[config.mk]
export PLATFORM = sky130hd
export DESIGN_NAME = led_seq_ctrl
export DESIGN_NICKNAME = d
export VERILOG_FILES = /design/src/rtl/led_seq_pkg.sv /design/src/rtl/led_seq_ctrl_tick_gen.sv /design/src/rtl/led_seq_ctrl.sv
export SDC_FILE = /design/constraint.sdc
export NUM_CORES = 1
export LEC_CHECK = 0
export ABC_AREA = 0
export CORE_MARGIN = 2
export CORE_UTILIZATION = 35
export DETAILED_ROUTE_END_ITERATION = 12
export GPL_ROUTABILITY_DRIVEN = 0
export PLACE_DENSITY = 0.56
export SLEW_MARGIN = 20
export SYNTH_ARGS = -nofsm -noshare
export SYNTH_HDL_FRONTEND = slang
export SYNTH_HIERARCHICAL = 1
export SYNTH_SLANG_ARGS = --single-unit
export TNS_END_PERCENT = 50
[constraint.sdc]
create_clock -name clk -period 5.4 [get_ports clk]
set_input_delay 1.08 -clock clk [delete_from_list [all_inputs] [get_ports clk]]
set_output_delay 1.08 -clock clk [all_outputs]
set_load 0.02 [all_outputs]
[src/rtl/led_seq_pkg.sv]
// led_seq_pkg: shared encodings and pattern helpers for the LED sequencer.
//   mode_e       - pattern mode encoding (matches the 2-bit mode_sel/mode ports)
//   state_e      - sequencer FSM state encoding (also exposed on dbg_state)
//   INIT_*       - pattern loaded when a mode is (re)selected
//   init_pattern - init pattern for a mode
//   next_pattern - one pattern step plus the updated BOUNCE direction
package led_seq_pkg;

  typedef enum logic [1:0] {
    MODE_ALT    = 2'd0,
    MODE_CHASE  = 2'd1,
    MODE_BOUNCE = 2'd2,
    MODE_COUNT  = 2'd3
  } mode_e;

  typedef enum logic [1:0] {
    ST_RUN  = 2'd0,
    ST_HOLD = 2'd1,
    ST_ACK  = 2'd2
  } state_e;

  localparam logic [7:0] INIT_ALT    = 8'h55;
  localparam logic [7:0] INIT_CHASE  = 8'h01;
  localparam logic [7:0] INIT_BOUNCE = 8'h01;
  localparam logic [7:0] INIT_COUNT  = 8'h00;

  localparam logic DIR_UP   = 1'b0;
  localparam logic DIR_DOWN = 1'b1;

  typedef struct packed {
    logic [7:0] pattern;
    logic       dir;
  } step_t;

  function automatic logic [7:0] init_pattern(input mode_e m);
    logic [7:0] p;
    case (m)
      MODE_ALT:    p = INIT_ALT;
      MODE_CHASE:  p = INIT_CHASE;
      MODE_BOUNCE: p = INIT_BOUNCE;
      default:     p = INIT_COUNT;
    endcase
    return p;
  endfunction

  function automatic step_t next_pattern(input mode_e m, input logic [7:0] p,
                                         input logic dir);
    step_t s;
    s.pattern = p;
    s.dir     = dir;
    case (m)
      MODE_ALT:   s.pattern = ~p;
      MODE_CHASE: s.pattern = {p[6:0], p[7]};
      MODE_BOUNCE: begin
        // Direction flips on the step that lands on an end LED, so each
        // end LED is shown for exactly one step per turn.
        if (dir == DIR_UP) begin
          s.pattern = {p[6:0], 1'b0};
          if (s.pattern == 8'h80) s.dir = DIR_DOWN;
        end else begin
          s.pattern = {1'b0, p[7:1]};
          if (s.pattern == 8'h01) s.dir = DIR_UP;
        end
      end
      default:    s.pattern = p + 8'd1;
    endcase
    return s;
  endfunction

endpackage

[src/rtl/led_seq_ctrl_tick_gen.sv]
// led_tick_gen: programmable prescaler for the LED step rate.
//   clk, rst  - clock, asynchronous active-low reset
//   en        - count enable (low freezes the count)
//   clr       - synchronous clear, wins over en
//   speed     - rate select, period L = max(TICK_DIV >> speed, 1)
//   tick      - combinational strobe: the count wraps on this edge
module led_tick_gen
  import led_seq_pkg::*;
#(
  parameter int TICK_DIV = 5000000,
  parameter int DIV_W    = 23
) (
  input  logic       clk,
  input  logic       rst,
  input  logic       en,
  input  logic       clr,
  input  logic [1:0] speed,
  output logic       tick
);

  localparam logic [DIV_W-1:0] DIV = DIV_W'(TICK_DIV);
  localparam logic [DIV_W-1:0] ONE = DIV_W'(1);

  logic [DIV_W-1:0] cnt_q, cnt_d;
  logic [DIV_W-1:0] period;
  logic [DIV_W-1:0] last;

  always_comb begin
    period = DIV >> speed;
    if (period == '0) period = ONE;
    last = period - ONE;
    // >= rather than == so a speed increase never lets the count run past
    // the new limit and wrap through the full counter range.
    tick  = en && (cnt_q >= last);
    cnt_d = cnt_q;
    if (clr)     cnt_d = '0;
    else if (en) cnt_d = tick ? '0 : cnt_q + ONE;
  end

  always_ff @(posedge clk or negedge rst) begin
    if (!rst) cnt_q <= '0;
    else      cnt_q <= cnt_d;
  end

endmodule

[src/rtl/led_seq_ctrl.sv]
// led_seq_ctrl: LED pattern sequencer, sole driver of the prled bank.
//   clk, rst   - system clock, asynchronous active-low reset
//   mode_req   - mode-change request, mode_sel - requested mode
//   speed      - step-rate select, pause - freeze pattern and prescaler
//   mode_ack   - handshake acknowledge
//   tick       - one-cycle pulse coincident with each new prled value
//   mode       - active mode, prled - LED drive (1 = on)
//   dbg_state  - current FSM state
//
// Mode handshake (four-phase): the requester raises mode_req with mode_sel
// stable; mode_ack rises on the next edge with the new mode and its init
// pattern already applied; the requester then drops mode_req and mode_ack
// falls on the next edge. mode_sel is only sampled on the edge that enters
// ACK.
module led_seq_ctrl
  import led_seq_pkg::*;
#(
  parameter int TICK_DIV = 5000000,
  parameter int DIV_W    = 23
) (
  input  logic       clk,
  input  logic       rst,
  input  logic       mode_req,
  input  logic [1:0] mode_sel,
  input  logic [1:0] speed,
  input  logic       pause,
  output logic       mode_ack,
  output logic       tick,
  output logic [1:0] mode,
  output logic [7:0] prled,
  output logic [1:0] dbg_state
);

  state_e     state_q;
  mode_e      mode_q;
  logic [7:0] prled_q;
  logic       dir_q;
  logic       tick_q;
  logic       ack_q;

  logic       gen_en;
  logic       gen_clr;
  logic       step_tick;
  step_t      step_d;
  mode_e      mode_sel_e;

  assign mode_sel_e = mode_e'(mode_sel);

  // The prescaler only advances in RUN when nothing higher priority (a
  // request or a pause) claims this edge; a request also zeroes it.
  assign gen_en  = (state_q == ST_RUN) && !mode_req && !pause;
  assign gen_clr = (state_q != ST_ACK) && mode_req;

  led_tick_gen #(
    .TICK_DIV(TICK_DIV),
    .DIV_W   (DIV_W)
  ) u_tick_gen (
    .clk  (clk),
    .rst  (rst),
    .en   (gen_en),
    .clr  (gen_clr),
    .speed(speed),
    .tick (step_tick)
  );

  assign step_d = next_pattern(mode_q, prled_q, dir_q);

  always_ff @(posedge clk or negedge rst) begin
    if (!rst) begin
      state_q <= ST_RUN;
      mode_q  <= MODE_ALT;
      prled_q <= INIT_ALT;
      dir_q   <= DIR_UP;
      tick_q  <= 1'b0;
      ack_q   <= 1'b0;
    end else begin
      tick_q <= 1'b0;
      case (state_q)
        ST_RUN, ST_HOLD: begin
          if (mode_req) begin
            state_q <= ST_ACK;
            mode_q  <= mode_sel_e;
            prled_q <= init_pattern(mode_sel_e);
            dir_q   <= DIR_UP;
            ack_q   <= 1'b1;
          end else if (state_q == ST_RUN) begin
            if (pause) begin
              state_q <= ST_HOLD;
            end else if (step_tick) begin
              prled_q <= step_d.pattern;
              dir_q   <= step_d.dir;
              tick_q  <= 1'b1;
            end
          end else if (!pause) begin
            state_q <= ST_RUN;
          end
        end
        ST_ACK: begin
          if (!mode_req) begin
            ack_q   <= 1'b0;
            state_q <= pause ? ST_HOLD : ST_RUN;
          end
        end
        default: state_q <= ST_RUN;
      endcase
    end
  end

  assign mode_ack  = ack_q;
  assign tick      = tick_q;
  assign mode      = mode_q;
  assign prled     = prled_q;
  assign dbg_state = state_q;

endmodule

# Word level (Yosys, flattened, before mapping)
# Cells that the tools add are included.
# word_totals
register_bits,38
inputBits,8
output_inout_bits,14
elab_cells,82
# classes
add_sub_neg,3
n_lt_le_gt_ge,1
eq_ne,14
n_shift,1
n_mux,33
bitwise_logic,1
n_reduce_logical,22
# ops
cell,count
two-way mux 23 bit,4
two-way mux 8 bit,4
one-hot mux 8 bit (3 select lines),1
"adder 23 x 1 -> 23 bit, second input constant",1
>= comparator 23 bit,1
zero test 23 bit,1
">> shifter 23 x 2 -> 23 bit, first input constant",1
"subtractor 23 x 1 -> 23 bit, second input constant",1
two-way mux 1 bit,15
one-hot mux 7 bit (2 select lines),1
two-way mux 2 bit,5
nonzero test 2 bit,5
two-way mux 9 bit,1
"adder 8 x 1 -> 8 bit, second input constant",1
"!= test 2 bit, second input constant",4
"!= test 4 bit, second input constant",2
inverter 8 bit,1
"== test 7 x 1 -> 1 bit, second input constant",1
"== test 7 bit, second input constant",1
"== test 2 x 1 -> 1 bit, second input constant",3
"== test 2 bit, second input constant",3
zero test 2 bit,3
AND reduction 3 bit,2
AND reduction 5 bit,1
7 further kinds,12

# Longest topological paths before layout
# logic_depth
depth_word,11
mapped_depth,17
depth_no_buf,17

# Cells and area by module
# Netlist, hierarchy kept.
# by_module_without_submodules
mod,instances,cells_per_inst,area_each_um2
led_tick_gen,1,197,1795.5
led_seq_ctrl,1,139,1146.1

# Worst setup path after synthesis
# Ideal clock, no wire load.
# synth_path
kind,input-to-reg
start,input port speed[0]
end,register prled_q[6] (netlist: prled[6])
setup_time_ns,0.090
arrival_ns,4.047
slack_ns,1.262
cell_stages,17
n_path_buf,0
path_cell_list,inv_1 ha_1 nor3_1 nand3_1 xnor2_1 nor2_1 ha_1 nand4_1 nor4_1 nor3_1 a31oi_1 nand2b_1 and2_1 nor3b_1 o21bai_1 a2111oi_0 a21oi_1
# synth_via
elab_chain_len,8
# synth_lines
item,line_no,source
from (decl),led_seq_ctrl.sv:25,"input logic [1:0] speed,"
>> shifter 23 x 2 -> 23 bit (*),led_seq_ctrl_tick_gen.sv:29,period = DIV >> speed;
zero test 23 bit,led_seq_ctrl_tick_gen.sv:30,if (period == '0) period = ONE;
two-way mux 23 bit (*),led_seq_ctrl_tick_gen.sv:30,
subtractor 23 x 1 -> 23 bit (*),led_seq_ctrl_tick_gen.sv:31,last = period - ONE;
>= comparator 23 bit (*),led_seq_ctrl_tick_gen.sv:34,tick = en && (cnt_q >= last);
logical AND 1 bit (*),led_seq_ctrl_tick_gen.sv:34,
net step_tick,led_seq_ctrl.sv:43,logic step_tick;
nonzero test 2 bit (no line) (*),-,
AND reduction 4 bit (no line) (*),-,
to (signal assigned),led_seq_ctrl.sv:83,prled_q <= init_pattern(mode_sel_e);
to (signal assigned),led_seq_ctrl.sv:90,prled_q <= step_d.pattern;
to (decl),led_seq_ctrl.sv:36,logic [7:0] prled_q;
# The timed path passes the listed nets; every way through them passes the cells marked *.
# A chain may end at the register's enable or synchronous reset.

# Worst setup path after layout
# Ends and elaborated chain as after synthesis.

==> summary.txt <==
Status
  • Outcome: complete, no violations

Hold path
  • HP Start: mode_ack
  • WHS Path Cells: 2
  • Worst min-delay path class: reg -> reg
  • Hold Path Sink: mode_ack

Clock network
  • Post_cts resized: 0
  • Clk Latency, worst-skew pair: 0.30 ns
  • Post-CTS Repair Setup Buffers: 0
  • Number of buffers created by CTS: 5
  • # H-tree levels: 2
  • Root Driver: clkbuf_8
  • Clock tree from TritonCTS: done
  • Clock Pin Slew Worst Setup and Hold Paths: 0.09 ns
  • CTS Hold Bufs: 0
  • CTS Buffer Depth: 2
  • CTS Sinks: 38

Setup path
  • Endpoint class of the critical path: register
  • Worst setup SP type: input pin
  • Reg2reg start: u_tick_gen/cnt_q[14]
  • Critical R2R Capture: prled[6]
  • Reg2Reg Setup Slack: 2.36 ns
  • Critical Path RT: 5.62 ns
  • R2R depth: 11
  • CP arrival: 5.10 ns
  • Crit Path Class: in -> reg
  • Crit-path max FO: 8

Synthesis
  • Flop and latch count out of synthesis: 38
  • YS warnings: 6
  • Synth Cell Area: 2940 sq um
  • Synth Area per Inst: 8.75 sq um
  • Distinct cells, synth: 61
  • Register area share after synthesis: 32.5%
  • Mapped Nets: 376
  • Ys flop type: dfrtp_1
  • FFs w/ async S/R, synth: 100%
  • Post-synth EDFFs: 0
  • Syn Inst Count: 336

Final layout
  • Share of cells above drive strength 1: 6.84%
  • Leading cell types in the layout, fill and taps excluded: 34 x dfrtp_1, 33 x nor2_1, 32 x ha_1
  • Fillers: 853
  • Final Instance Area: 3310 sq um
  • Antenna cells: 0
  • Area Growth Syn to Fin: 12.5%
  • Most common cell after layout, fill and taps aside: dfrtp_1
  • # nets final: 390

Power
  • P_leak: 1.38 nW
  • Pwr/cell area: 219 nW/um^2
  • Peak VDD IR: 0.000114 V
  • Sequential share of power: 46.4%
  • Internal: 0.498 mW
  • Switch share: 31.4%
  • Combinational power share: 18.7%
  • Sw power: 0.228 mW
  • Clk network pwr share: 35.0%

Die
  • I/O pins: 22
  • Die area: 9150 sq um
  • Die Height: 95.7 um
  • Die X: 95.7 um
  • # rows: 33
  • CORE AREA: 8180 sq um
  • Initial Utilization: 36.0%

Timing
  • Final Cycle Share: 90.4%
  • Max-Slew Margin vs Limit: 37.8%
  • Setup violations, final: 0
  • Hold Vio Cnt, Final: 0
  • Skew final: 0.0129 ns
  • Pins Over Slew Limit: 0
  • Actual slew at the worst max-slew pin: 0.932 ns
  • Worst Hold Slack: 0.564 ns
  • Fmax: 205 MHz
  • Unrepaired setup endpoints after global routing: false
  • Min Tclk post-route: 4.88 ns
  • Post-Route Setup TNS: 0 ns

Route
  • Routed WL: 7.06 mm
  • Vias: 2,532
  • Metal3 WL: 290 um
  • WL met1: 3.50 mm
  • Drt first pass iters: 4
  • Initial drt markers: 108
  • DR WL/cell: 15.5 um
  • Metal2 WL: 3.21 mm
  • Antenna-violating nets left: 0
  • Average vias per placed instance: 5.55
  • Top sig layer: met4
  • Drt drc: 0

Run
  • Max cap viols: 0

Place
  • Port Buf Inserts: 21
  • DP HPWL: 5.00 mm
  • Placement Cell Area: 3190 sq um

Global route
  • First-pass GRT wire length: 12.1 mm
  • Vias in the first global route: 2,492
  • Largest net degree at the start of global routing: 39
  • GRT Util Overall: 16.8%
  • Initial antenna violation count: 0
  • GRT Residual Overflow: 0
[metrics by stage]
| stage | util (%) | worst slack (ns) | instances | total power [mW] |
|---|---|---|---|---|
| 2_1_floorplan | - | 1.26 | 336 | 0.426 |
| 3_3_place_gp | 39.1 | 0.411 | 448 | 0.476 |
| 3_5_place_dp | 39.1 | 0.257 | 448 | 0.477 |
| 4_1_cts | 40.5 | 0.518 | 456 | 0.735 |
| 5_1_grt | 40.5 | 0.0227 | 456 | 0.765 |
| 6_report | 40.5 | 0.520 | 456 | 0.725 |
[power by group through the flow]
stage	registers, mW	logic, mW	clock network, mW
after global placement	0.342	0.135	0
after global routing	0.341	0.152	0.273
final	0.336	0.135	0.254
after floorplan	0.330	0.0959	0
after detailed placement	0.341	0.136	0
after CTS	0.335	0.137	0.263
[logic make-up (layout without fill, tap and decap cells)]
family | after synthesis | after routing | synth area share, %
other cells | 1 | 1 | 0.127
simple gates | 137 | 137 | 24.6
compound gates | 74 | 74 | 16.8
fa+ha+maj | 32 | 32 | 13.6
buf+inv | 31 | 46 | 5.40
xor+xnor | 22 | 22 | 6.55
mux | 1 | 1 | 0.383
flops | 38 | 38 | 32.5
[layout make-up]
cell class / count / area, sq um / area share [%]
Tap cell: 105 / 131 / 3.97
Timing Repair Buffer: 24 / 228 / 6.88
Inverter: 14 / 52.6 / 1.59
Multi-Input combinational cell: 267 / 1830 / 55.2
Sequential cell: 38 / 956 / 28.9
Clock buffer: 5 / 68.8 / 2.08
Clock inverter: 3 / 45.0 / 1.36
[worst max-delay path, cell delays in order]
cell and delay, ns:
clkdlybuf4s50_1 0.55, inv_1 0.12, ha_1 0.40, nor3_1 0.22
nand3_1 0.11, xnor2_1 0.15, nor2_1 0.07, ha_1 0.29
nand4_1 0.11, nor4_1 0.29, nor3_1 0.07, a31oi_1 0.34
nand2b_1 0.18, and2_1 0.14, nor3b_1 0.24, o21bai_1 0.24
a2111oi_0 0.39, a21oi_1 0.13
[cells in the mapped netlist (6+ instances only)]
library cell,number,area (sq um)
nand2_1,28,105
nand2b_1,8,50.1
ha_1,32,400
dfrtp_1,34,851
nand4_1,6,37.5
nand3_1,19,95.1
xor2_1,14,123
o21ai_0,12,60.1
xnor2_1,8,70.1
and3_1,7,43.8
nor2_1,33,124
inv_1,13,48.8
o21ai_1,7,35.0
buf_2,7,35.0
o211ai_1,6,45.0
a21oi_1,15,75.1
[flip-flops by register name, indices dropped and copies added (netlist names)]
name and count:
dbg_state 2, tick 1, prled 8, mode_ack 1, dir_q 1, u_tick_gen/cnt_q 23
mode 2
[per-layer routing]
metal	GRT usage, %	vias up
met2	26.2	54
met4	4.76	0
met5	0	-
li1	-	1241
met1	24.1	1233
met3	2.61	4
[worst max path at each step]
stage | to | start | cells past startpoint | slack (ns)
after global routing | prled[6] | speed[0] | 18 | 0.02
final | prled[6] | speed[0] | 18 | 0.52
after detailed placement | prled[6] | speed[0] | 18 | 0.26
after CTS | prled[6] | speed[0] | 18 | 0.52
after global placement | prled[6] | speed[0] | 18 | 0.41
after floorplan | prled[6] | speed[0] | 17 | 1.26
Note: power is estimated with default switching activity, not from simulation.
